===== src/rtl/decode_stage_if.sv =====
// Signal bundle between the fetch buffer / writeback path and the decode stage,
// together with the ID/EX pipeline-buffer outputs.
interface decode_stage_if #(
  parameter int DATA_W = 32,
  parameter int ALUC_W = 4
);
  logic              validIn_ID;
  logic [5:0]        opID;
  logic [4:0]        rsID;
  logic [4:0]        rtID;
  logic [4:0]        rdID;
  logic [4:0]        shamtID;
  logic [5:0]        functID;
  logic              flush_ID;
  logic              wbEn_ID;
  logic [4:0]        wbAddr_ID;
  logic [DATA_W-1:0] wbData_ID;

  logic              stall_ID;
  logic              validEX;
  logic [DATA_W-1:0] rsDataEX;
  logic [DATA_W-1:0] rtDataEX;
  logic [DATA_W-1:0] immEX;
  logic [4:0]        rsEX;
  logic [4:0]        rtEX;
  logic [4:0]        destEX;
  logic [4:0]        shamtEX;
  logic [ALUC_W-1:0] aluCtrlEX;
  logic              regWriteEX;
  logic              memReadEX;
  logic              memWriteEX;
  logic              memToRegEX;
  logic              aluSrcEX;
  logic              branchEX;
  logic              illegalEX;

  modport master (
    output validIn_ID, opID, rsID, rtID, rdID, shamtID, functID, flush_ID,
           wbEn_ID, wbAddr_ID, wbData_ID,
    input  stall_ID, validEX, rsDataEX, rtDataEX, immEX, rsEX, rtEX, destEX,
           shamtEX, aluCtrlEX, regWriteEX, memReadEX, memWriteEX, memToRegEX,
           aluSrcEX, branchEX, illegalEX
  );

  modport slave (
    input  validIn_ID, opID, rsID, rtID, rdID, shamtID, functID, flush_ID,
           wbEn_ID, wbAddr_ID, wbData_ID,
    output stall_ID, validEX, rsDataEX, rtDataEX, immEX, rsEX, rtEX, destEX,
           shamtEX, aluCtrlEX, regWriteEX, memReadEX, memWriteEX, memToRegEX,
           aluSrcEX, branchEX, illegalEX
  );
endinterface


===== src/rtl/decode_stage.sv =====
// Instruction decode: register-file read with writeback bypass, control decode,
// load-use hazard detection and the ID/EX pipeline buffer.
module decode_stage #(
  parameter int DATA_W = 32,
  parameter int ALUC_W = 4
) (
  input logic           clk_ID,
  input logic           rstn_ID,
  decode_stage_if.slave bus
);

  localparam logic [5:0] OP_RTYPE = 6'h00;
  localparam logic [5:0] OP_BEQ   = 6'h04;
  localparam logic [5:0] OP_ADDI  = 6'h08;
  localparam logic [5:0] OP_LW    = 6'h23;
  localparam logic [5:0] OP_SW    = 6'h2B;

  localparam logic [5:0] FN_SLL = 6'h00;
  localparam logic [5:0] FN_SRL = 6'h02;
  localparam logic [5:0] FN_ADD = 6'h20;
  localparam logic [5:0] FN_SUB = 6'h22;
  localparam logic [5:0] FN_AND = 6'h24;
  localparam logic [5:0] FN_OR  = 6'h25;
  localparam logic [5:0] FN_SLT = 6'h2A;

  localparam logic [ALUC_W-1:0] ALU_AND = ALUC_W'(4'b0000);
  localparam logic [ALUC_W-1:0] ALU_OR  = ALUC_W'(4'b0001);
  localparam logic [ALUC_W-1:0] ALU_ADD = ALUC_W'(4'b0010);
  localparam logic [ALUC_W-1:0] ALU_SUB = ALUC_W'(4'b0110);
  localparam logic [ALUC_W-1:0] ALU_SLT = ALUC_W'(4'b0111);
  localparam logic [ALUC_W-1:0] ALU_SLL = ALUC_W'(4'b1000);
  localparam logic [ALUC_W-1:0] ALU_SRL = ALUC_W'(4'b1001);

  typedef struct packed {
    logic [ALUC_W-1:0] aluCtrl;
    logic              regWrite;
    logic              memRead;
    logic              memWrite;
    logic              memToReg;
    logic              aluSrc;
    logic              branch;
    logic              illegal;
  } ctrl_t;

  typedef struct packed {
    logic              valid;
    logic [DATA_W-1:0] rsData;
    logic [DATA_W-1:0] rtData;
    logic [DATA_W-1:0] imm;
    logic [4:0]        rs;
    logic [4:0]        rt;
    logic [4:0]        dest;
    logic [4:0]        shamt;
    ctrl_t             ctrl;
  } idex_t;

  logic [DATA_W-1:0] regFile [32];
  logic [DATA_W-1:0] rsData;
  logic [DATA_W-1:0] rtData;
  logic [15:0]       imm16;
  logic [DATA_W-1:0] immExt;
  ctrl_t             ctrl;
  logic [4:0]        dest;
  logic              readsRt;
  logic              stall;
  idex_t             exReg;
  idex_t             exNext;

  // NOTE: every register is cleared on reset because software relies on all
  // registers reading 0 afterwards; a plain data memory would not be reset.
  // NOTE: sequential state uses non-blocking assignments so all flops update together.
  always_ff @(posedge clk_ID or negedge rstn_ID) begin
    if (!rstn_ID) begin
      for (int i = 0; i < 32; i++) regFile[i] <= '0;
    end else if (bus.wbEn_ID && bus.wbAddr_ID != 5'd0) begin
      regFile[bus.wbAddr_ID] <= bus.wbData_ID;
    end
  end

  // $0 is hardwired; a same-cycle writeback to the read register wins over the array.
  assign rsData = (bus.rsID == 5'd0) ? '0 :
                  (bus.wbEn_ID && bus.wbAddr_ID == bus.rsID) ? bus.wbData_ID :
                  regFile[bus.rsID];
  assign rtData = (bus.rtID == 5'd0) ? '0 :
                  (bus.wbEn_ID && bus.wbAddr_ID == bus.rtID) ? bus.wbData_ID :
                  regFile[bus.rtID];

  assign imm16  = {bus.rdID, bus.shamtID, bus.functID};
  assign immExt = {{(DATA_W-16){imm16[15]}}, imm16};

  // NOTE: defaults at the top of every combinational block keep it latch-free.
  always_comb begin
    ctrl    = '0;
    dest    = '0;
    readsRt = 1'b0;
    unique case (bus.opID)
      OP_RTYPE: begin
        readsRt       = 1'b1;
        dest          = bus.rdID;
        ctrl.regWrite = 1'b1;
        unique case (bus.functID)
          FN_ADD:  ctrl.aluCtrl = ALU_ADD;
          FN_SUB:  ctrl.aluCtrl = ALU_SUB;
          FN_AND:  ctrl.aluCtrl = ALU_AND;
          FN_OR:   ctrl.aluCtrl = ALU_OR;
          FN_SLT:  ctrl.aluCtrl = ALU_SLT;
          FN_SLL:  ctrl.aluCtrl = ALU_SLL;
          FN_SRL:  ctrl.aluCtrl = ALU_SRL;
          default: begin
            ctrl.regWrite = 1'b0;
            ctrl.illegal  = 1'b1;
            dest          = '0;
          end
        endcase
      end
      OP_ADDI: begin
        ctrl.aluCtrl  = ALU_ADD;
        ctrl.aluSrc   = 1'b1;
        ctrl.regWrite = 1'b1;
        dest          = bus.rtID;
      end
      OP_LW: begin
        ctrl.aluCtrl  = ALU_ADD;
        ctrl.aluSrc   = 1'b1;
        ctrl.memRead  = 1'b1;
        ctrl.memToReg = 1'b1;
        ctrl.regWrite = 1'b1;
        dest          = bus.rtID;
      end
      OP_SW: begin
        readsRt       = 1'b1;
        ctrl.aluCtrl  = ALU_ADD;
        ctrl.aluSrc   = 1'b1;
        ctrl.memWrite = 1'b1;
      end
      OP_BEQ: begin
        readsRt      = 1'b1;
        ctrl.aluCtrl = ALU_SUB;
        ctrl.branch  = 1'b1;
      end
      default: ctrl.illegal = 1'b1;
    endcase
    if (dest == 5'd0) ctrl.regWrite = 1'b0;
  end

  assign stall = bus.validIn_ID && exReg.valid && exReg.ctrl.memRead &&
                 (exReg.dest != 5'd0) &&
                 ((exReg.dest == bus.rsID) || ((exReg.dest == bus.rtID) && readsRt));

  // Flush, stall and an empty BF0 all collapse to the same all-zero bubble.
  always_comb begin
    exNext = '0;
    if (!bus.flush_ID && !stall && bus.validIn_ID) begin
      exNext.valid  = 1'b1;
      exNext.rsData = rsData;
      exNext.rtData = rtData;
      exNext.imm    = immExt;
      exNext.rs     = bus.rsID;
      exNext.rt     = bus.rtID;
      exNext.dest   = dest;
      exNext.shamt  = bus.shamtID;
      exNext.ctrl   = ctrl;
    end
  end

  always_ff @(posedge clk_ID or negedge rstn_ID) begin
    if (!rstn_ID) exReg <= '0;
    else          exReg <= exNext;
  end

  assign bus.stall_ID   = stall;
  assign bus.validEX    = exReg.valid;
  assign bus.rsDataEX   = exReg.rsData;
  assign bus.rtDataEX   = exReg.rtData;
  assign bus.immEX      = exReg.imm;
  assign bus.rsEX       = exReg.rs;
  assign bus.rtEX       = exReg.rt;
  assign bus.destEX     = exReg.dest;
  assign bus.shamtEX    = exReg.shamt;
  assign bus.aluCtrlEX  = exReg.ctrl.aluCtrl;
  assign bus.regWriteEX = exReg.ctrl.regWrite;
  assign bus.memReadEX  = exReg.ctrl.memRead;
  assign bus.memWriteEX = exReg.ctrl.memWrite;
  assign bus.memToRegEX = exReg.ctrl.memToReg;
  assign bus.aluSrcEX   = exReg.ctrl.aluSrc;
  assign bus.branchEX   = exReg.ctrl.branch;
  assign bus.illegalEX  = exReg.ctrl.illegal;

endmodule


===== src/flat_wrapper.sv =====
// flat-port wrapper written by rule: the top's interface ports become plain ports
module decode_stage_flat 
#(
  parameter int DATA_W = 32,
  parameter int ALUC_W = 4
)
  (clk_ID, rstn_ID, bus_validIn_ID, bus_opID, bus_rsID, bus_rtID, bus_rdID, bus_shamtID, bus_functID, bus_flush_ID, bus_wbEn_ID, bus_wbAddr_ID, bus_wbData_ID, bus_stall_ID, bus_validEX, bus_rsDataEX, bus_rtDataEX, bus_immEX, bus_rsEX, bus_rtEX, bus_destEX, bus_shamtEX, bus_aluCtrlEX, bus_regWriteEX, bus_memReadEX, bus_memWriteEX, bus_memToRegEX, bus_aluSrcEX, bus_branchEX, bus_illegalEX);
  decode_stage_if #(.DATA_W(DATA_W), .ALUC_W(ALUC_W)) bus_i ();
  input logic clk_ID;
  input logic rstn_ID;
  input wire logic [$bits(bus_i.validIn_ID)-1:0] bus_validIn_ID;
  input wire logic [$bits(bus_i.opID)-1:0] bus_opID;
  input wire logic [$bits(bus_i.rsID)-1:0] bus_rsID;
  input wire logic [$bits(bus_i.rtID)-1:0] bus_rtID;
  input wire logic [$bits(bus_i.rdID)-1:0] bus_rdID;
  input wire logic [$bits(bus_i.shamtID)-1:0] bus_shamtID;
  input wire logic [$bits(bus_i.functID)-1:0] bus_functID;
  input wire logic [$bits(bus_i.flush_ID)-1:0] bus_flush_ID;
  input wire logic [$bits(bus_i.wbEn_ID)-1:0] bus_wbEn_ID;
  input wire logic [$bits(bus_i.wbAddr_ID)-1:0] bus_wbAddr_ID;
  input wire logic [$bits(bus_i.wbData_ID)-1:0] bus_wbData_ID;
  output wire logic [$bits(bus_i.stall_ID)-1:0] bus_stall_ID;
  output wire logic [$bits(bus_i.validEX)-1:0] bus_validEX;
  output wire logic [$bits(bus_i.rsDataEX)-1:0] bus_rsDataEX;
  output wire logic [$bits(bus_i.rtDataEX)-1:0] bus_rtDataEX;
  output wire logic [$bits(bus_i.immEX)-1:0] bus_immEX;
  output wire logic [$bits(bus_i.rsEX)-1:0] bus_rsEX;
  output wire logic [$bits(bus_i.rtEX)-1:0] bus_rtEX;
  output wire logic [$bits(bus_i.destEX)-1:0] bus_destEX;
  output wire logic [$bits(bus_i.shamtEX)-1:0] bus_shamtEX;
  output wire logic [$bits(bus_i.aluCtrlEX)-1:0] bus_aluCtrlEX;
  output wire logic [$bits(bus_i.regWriteEX)-1:0] bus_regWriteEX;
  output wire logic [$bits(bus_i.memReadEX)-1:0] bus_memReadEX;
  output wire logic [$bits(bus_i.memWriteEX)-1:0] bus_memWriteEX;
  output wire logic [$bits(bus_i.memToRegEX)-1:0] bus_memToRegEX;
  output wire logic [$bits(bus_i.aluSrcEX)-1:0] bus_aluSrcEX;
  output wire logic [$bits(bus_i.branchEX)-1:0] bus_branchEX;
  output wire logic [$bits(bus_i.illegalEX)-1:0] bus_illegalEX;
  assign bus_i.validIn_ID = bus_validIn_ID;
  assign bus_i.opID = bus_opID;
  assign bus_i.rsID = bus_rsID;
  assign bus_i.rtID = bus_rtID;
  assign bus_i.rdID = bus_rdID;
  assign bus_i.shamtID = bus_shamtID;
  assign bus_i.functID = bus_functID;
  assign bus_i.flush_ID = bus_flush_ID;
  assign bus_i.wbEn_ID = bus_wbEn_ID;
  assign bus_i.wbAddr_ID = bus_wbAddr_ID;
  assign bus_i.wbData_ID = bus_wbData_ID;
  assign bus_stall_ID = bus_i.stall_ID;
  assign bus_validEX = bus_i.validEX;
  assign bus_rsDataEX = bus_i.rsDataEX;
  assign bus_rtDataEX = bus_i.rtDataEX;
  assign bus_immEX = bus_i.immEX;
  assign bus_rsEX = bus_i.rsEX;
  assign bus_rtEX = bus_i.rtEX;
  assign bus_destEX = bus_i.destEX;
  assign bus_shamtEX = bus_i.shamtEX;
  assign bus_aluCtrlEX = bus_i.aluCtrlEX;
  assign bus_regWriteEX = bus_i.regWriteEX;
  assign bus_memReadEX = bus_i.memReadEX;
  assign bus_memWriteEX = bus_i.memWriteEX;
  assign bus_memToRegEX = bus_i.memToRegEX;
  assign bus_aluSrcEX = bus_i.aluSrcEX;
  assign bus_branchEX = bus_i.branchEX;
  assign bus_illegalEX = bus_i.illegalEX;
  decode_stage #(.DATA_W(DATA_W), .ALUC_W(ALUC_W)) u_core (.clk_ID(clk_ID), .rstn_ID(rstn_ID), .bus(bus_i));
endmodule

===== config.mk =====
export PLATFORM = sky130hd
export DESIGN_NAME = decode_stage_flat
export DESIGN_NICKNAME = d
export VERILOG_FILES = /design/src/rtl/decode_stage_if.sv /design/src/rtl/decode_stage.sv /design/src/flat_wrapper.sv
export SDC_FILE = /design/constraint.sdc
export NUM_CORES = 2
export LEC_CHECK = 0
export CELL_PAD_IN_SITES_DETAIL_PLACEMENT = 0
export CELL_PAD_IN_SITES_GLOBAL_PLACEMENT = 1
export CORE_AREA = 2 2 347 349
export CTS_CLUSTER_DIAMETER = 60
export DETAILED_ROUTE_END_ITERATION = 8
export DIE_AREA = 0 0 349 351
export HOLD_SLACK_MARGIN = 0.06
export PLACE_DENSITY_LB_ADDON = 0.1
export SLEW_MARGIN = 20
export SYNTH_ARGS = -nofsm -noshare
export SYNTH_HDL_FRONTEND = slang
export SYNTH_SLANG_ARGS = --single-unit

===== constraint.sdc =====
create_clock -name clk_ID -period 2.7 [get_ports clk_ID]
set_input_delay 0.54 -clock clk_ID [delete_from_list [all_inputs] [get_ports clk_ID]]
set_output_delay 0.54 -clock clk_ID [all_outputs]
set_load 0.01 [all_outputs]

; ---- Yosys cells after proc, flatten, opt, wreduce, memory -nomap -nowiden
; Index checks and enable logic that the tools add are counted.
[op_classes]
magnitude_cmp = 4
eq_ne = 14
mux = 28
bitwise_logic = 3
n_reduce_logical = 26
[op_table]
columns = op, count
row1 = $bwmux 1024, 1
row2 = $bmux 32 s5, 2
row3 = $mux 32, 9
row4 = $demux 32 s5, 1
row5 = $mux 128, 1
row6 = $eq 6x6->1 const B, 7
row7 = $pmux 4 s6, 1
row8 = $eq 5x5->1, 4
row9 = $ge 6x6->1 const B, 3
row10 = $not 5->6, 3
row11 = $logic_not 5->1, 3
row12 = $logic_not 6->1, 2
row13 = $pmux 4 s3, 1
row14 = $logic_and 1x1->1, 11
row15 = $pmux 5 s2, 1
row16 = $reduce_bool 5->1, 2
row17 = $mux 1, 8
row18 = $reduce_or 7->1, 1
row19 = $eq 6x2->1 const B, 1
row20 = $eq 6x3->1 const B, 1
row21 = $eq 6x4->1 const B, 1
row22 = $lt 6x1->1 const B, 1
row23 = $reduce_or 3->1, 2
row24 = $mux 5, 1
row25 = other kinds (5), 7
[word_totals]
register_bits = 1152
input_bits = 74
out_inout_bits = 129
word_cells = 123

; ---- Logic depth before layout (Yosys ltp)
[logic_depth]
word_depth = 10
mapped_depth = 9
depth_no_buf = 6

; ---- Worst setup path after synthesis
; No wires, ideal clock.
[synth_path]
path_kind = input to register
start = in bus_rsID[1]
end = reg u_core.exReg (netlist bit u_core.bus.rsDataEX[10])
setup_ps = 134
t_arrival_ps = 2270
required_ps = 2566
setup_slack_ps = 296
path_stages = 8
path_buffers = 4
cell_sequence = buf_2 buf_6 buf_2 clkbuf_1 mux4_2 a22o_1 a2111oi_1 nor4_2
[synth_rtl]
columns = element, line_no
row1 = from (decl), flat_wrapper.sv:13  ; input wire logic [$bits(bus_i.rsID)-1:0] bus_rsID;
row2 = to (signal assigned), decode_stage.sv:168  ; else exReg <= exNext;
row3 = to (decl), decode_stage.sv:66  ; idex_t exReg;

; ---- Worst setup path in the final report
[layout_path]
start = reg u_core.exReg (netlist bit u_core.bus.destEX[0])
end = out bus_stall_ID
[layout_via]
elab_chain_cells = 4
word_cells_on_any_way = 7
cone_classes = eq/ne: 2 / reduce/logical: 5
[layout_rtl]
columns = element, line_no
row1 = $eq 5x5->1, decode_stage.sv:148  ; ((exReg.dest == bus.rsID) || ((exReg.dest == bus.rtID) && readsRt));
row2 = $logic_and 1x1->1, decode_stage.sv:148
row3 = $logic_or 1x1->1, decode_stage.sv:148
row4 = $logic_and 1x1->1 (*), decode_stage.sv:147  ; (exReg.dest != 5'd0) &&
row5 = to (decl), flat_wrapper.sv:22  ; output wire logic [$bits(bus_i.stall_ID)-1:0] bus_stall_ID;
; Mark *: on every way between the ends. The rest lies on a longest branch, timed or not.

==> flow_metrics.env <==
export IMPL_r2r_cells=8
export IMPL_synth_avg_cell_area_um2=14.4
export IMPL_synthesis_area_mm2=0.0590
export IMPL_synth_top_cells_by_count="mux2_2, dfrtp_1, mux4_2"
export IMPL_cts_max_level=4
export IMPL_grt_pass1_wl_mm=279
export IMPL_fp_coreArea_mm2=0.119
export IMPL_setup_tns_ns=0
export IMPL_place_ws_ns=-0.555
export IMPL_ys_seq_area_frac=0.479
export IMPL_drive_gt1_frac=0.537
export IMPL_start_kind="flop"
export IMPL_crit_family="simple AND/OR/NAND/NOR gates"
export IMPL_fin_crit_ns=2.63
export IMPL_cp_data_arrival_time_ns=2.09
export IMPL_maxSlewViolCount=0
export IMPL_design_area_mm2=0.0716
export IMPL_io_buffers=202
export IMPL_post_route_util=0.601
export IMPL_drc=0
export IMPL_syn2layout_area_growth_pct=21.3
export IMPL_diodes=0
export IMPL_synth_edf_count=0
export IMPL_yosysTopAreaCell="dfrtp_1"
export IMPL_crit_fanout=4
export IMPL_path_clk_slew_ns=0.06
export IMPL_finalHoldViolations=0
export IMPL_wl_mm=188
export IMPL_initial_utilization=0.496
export IMPL_ys_top_cells_by_area="dfrtp_1, mux2_2, mux4_2"
export IMPL_ant_nets=0
export IMPL_routed_via_density=6.44
export IMPL_cts_tree="done"
export IMPL_holdWs_ns=0.321
export IMPL_clock_latency_ns=0.75
export IMPL_drv_cap=0
export IMPL_fin_crit_sh=0.975
export IMPL_fp_row_count=127
export IMPL_grt_pass1_vias=40800
export IMPL_routed_via_count=39500
export IMPL_routedWlPerCell_um=30.6
export IMPL_async_flop_share=1.00
export IMPL_max_freq_mhz=380
export IMPL_ys_warn_count=0
export IMPL_path_class="reg2out"
export IMPL_r2r_setup_slack_ns=0.19
export IMPL_dieArea_mm2=0.122
export IMPL_cpPeakStageDelay_ns=0.53
export IMPL_cts_root_buf="clkbuf_16"
export IMPL_cp_slowest_cell="or4_4"
export IMPL_antenna_found_initial=4
export IMPL_gp_congestion=0.842
export IMPL_finalSetupViolCount=0
export IMPL_dr_pass1_iters=7
export IMPL_p_per_area_mw_per_mm2=704
export IMPL_ys_flop_type="dfrtp_1"
export IMPL_yosys_area_top_type_share=0.479
export IMPL_endpoint_kind="output port"
export IMPL_die_h_um=351
export IMPL_r2r_end="u_core.bus.rtDataEX[22]$_DFF_PN0_"
export IMPL_synth_most_common_cell="mux2_2"
export IMPL_num_io_pins=203
export IMPL_skew_ns=0.0227
export IMPL_syn_inst=4095
export IMPL_worst_slack_ns=0.0685
export IMPL_grt_max_degree=109
export IMPL_placed_cell_area_mm2=0.0671
export IMPL_drt_iter0_markers=3263
export IMPL_p_leak_nw=31.3
export IMPL_crit_required_ns=2.16
export IMPL_max_slew_margin=0.491
export IMPL_nNetsFinal=4555
export IMPL_numCtsBuffers=134
export IMPL_critPathBufInv=1
export IMPL_synth_distinct_cells=53
export IMPL_r2r_start="u_core.bus.destEX[0]$_DFF_PN0_"
export IMPL_grt_usage=0.310
export IMPL_grt_setup_unrepaired="yes"
export IMPL_syn_nets=4169
export IMPL_critPathLaunch="u_core.bus.destEX[0]$_DFF_PN0_"
export IMPL_worst_pin_slew_ns=0.761
export IMPL_cts_sinks=1130
export IMPL_dpl_hpwl_mm=125
export IMPL_clk_path_buf_depth=3
export IMPL_die_w_um=349
export IMPL_max_vdd_ir_drop_mv=0.605
export IMPL_synth_seq_cells=1130
export IMPL_grt_overflow_total=0
export IMPL_status="completed"
export IMPL_min_path_type="in2async"
export IMPL_cp_depth=4
export IMPL_path_cells="or4_4 > o2111ai_4 > a21oi_2 > buf_2"
export IMPL_crit_path_end="bus_stall_ID"
==> cells in the final DEF, fill, tap and decap left out, types with 21 or more instances in the layout <==
| master | Yosys | final |
|---|---|---|
| a2111oi_0 | 40 | 40 |
| a22o_1 | 61 | 61 |
| buf_12 | 0 | 173 |
| buf_4 | 36 | 352 |
| clkbuf_1 | 247 | 34 |
| clkbuf_16 | 0 | 139 |
| clkbuf_8 | 0 | 26 |
| clkdlybuf4s50_1 | 0 | 194 |
| clkinv_2 | 0 | 26 |
| dfrtp_1 | 1130 | 1130 |
| mux2_2 | 1243 | 1243 |
| mux2i_1 | 126 | 126 |
| mux4_2 | 386 | 386 |
| nand2_2 | 0 | 21 |
| nor2_1 | 176 | 160 |
| nor4_1 | 49 | 46 |
| nor4_2 | 20 | 23 |
| o22ai_1 | 185 | 185 |
==> per-stage QoR <==
stage / total power (W) / cells
global placement: 0.0322 / 5888
floorplan: 0.0288 / 4095
CTS: 0.0507 / 6136
finish: 0.0503 / 6137
global route: 0.0525 / 6137
detailed placement: 0.0325 / 5888
==> report_power, final <==
group | internal, W | leakage [nW] | total (W) | switching [W]
combinational | 0.00631 | 14.6 | 0.0103 | 0.00399
sequential | 0.0199 | 14.6 | 0.0220 | 0.00210
clock | 0.0106 | 2.16 | 0.0180 | 0.00741
==> worst min path at each step <==
stage	start	to	cells after the start
2_1_floorplan	rstn_ID	u_core.bus.aluCtrlEX[0]$_DFF_PN0_	0
3_3_place_gp	u_core.regFile[998]$_DFFE_PN0P_	u_core.regFile[998]$_DFFE_PN0P_	0
3_5_place_dp	u_core.regFile[1019]$_DFFE_PN0P_	u_core.regFile[1019]$_DFFE_PN0P_	0
4_1_cts	rstn_ID	u_core.bus.immEX[9]$_DFF_PN0_	2
5_1_grt	rstn_ID	u_core.bus.immEX[9]$_DFF_PN0_	2
6_report	rstn_ID	u_core.bus.immEX[9]$_DFF_PN0_	2
==> logic make-up (layout without fill, tap and decap cells) <==
family | count (synthesis) | after routing | synth area share
simple gates | 353 | 353 | 0.0311
compound gates | 344 | 344 | 0.0430
buf+inv | 493 | 987 | 0.0375
xor+xnor | 20 | 20 | 0.00297
flops | 1130 | 1130 | 0.479
mux | 1755 | 1755 | 0.406
==> layer usage <==
layer  track usage  vias up  part of all wire
met2         0.490     1392              0.47
li1              -    16500                 -
met5             0        -          0.000091
met1         0.443    21300              0.44
met3        0.0452      349             0.060
met4         0.103        2             0.033
==> registers in the layout, summed over array words and instances, names as in the netlist <==
register / flops
u_core.bus.regWriteEX: 1
u_core.bus.aluSrcEX: 1
u_core.bus.rsDataEX: 32
u_core.bus.rtDataEX: 32
u_core.regFile: 1024
u_core.bus.illegalEX: 1
u_core.bus.aluCtrlEX: 4
u_core.bus.memReadEX: 1
u_core.bus.rtEX: 5
u_core.bus.branchEX: 1
u_core.bus.validEX: 1
u_core.bus.immEX: 16
u_core.bus.rsEX: 5
u_core.bus.memWriteEX: 1
u_core.bus.destEX: 5
==> area by class of cell <==
class	instances	area, µm²
clock buffers	199	3960
flip-flops and latches	1130	28300
clock inverters	45	414
well taps	1548	1940
fillers	9208	47500
repair buffers	726	8140
multi-input cells	2472	28800
inverters	17	65.1
==> what timing repair did <==
item                       CTS  global route
resized for setup            8             2
pin swaps                    2             4
setup endpoints to repair    1             1
hold buffers                 1             0
buffers inserted             3             1
cloned                       0             0
hold endpoints to repair    32             0
No activity file was read; power rests on OpenSTA's default activity.
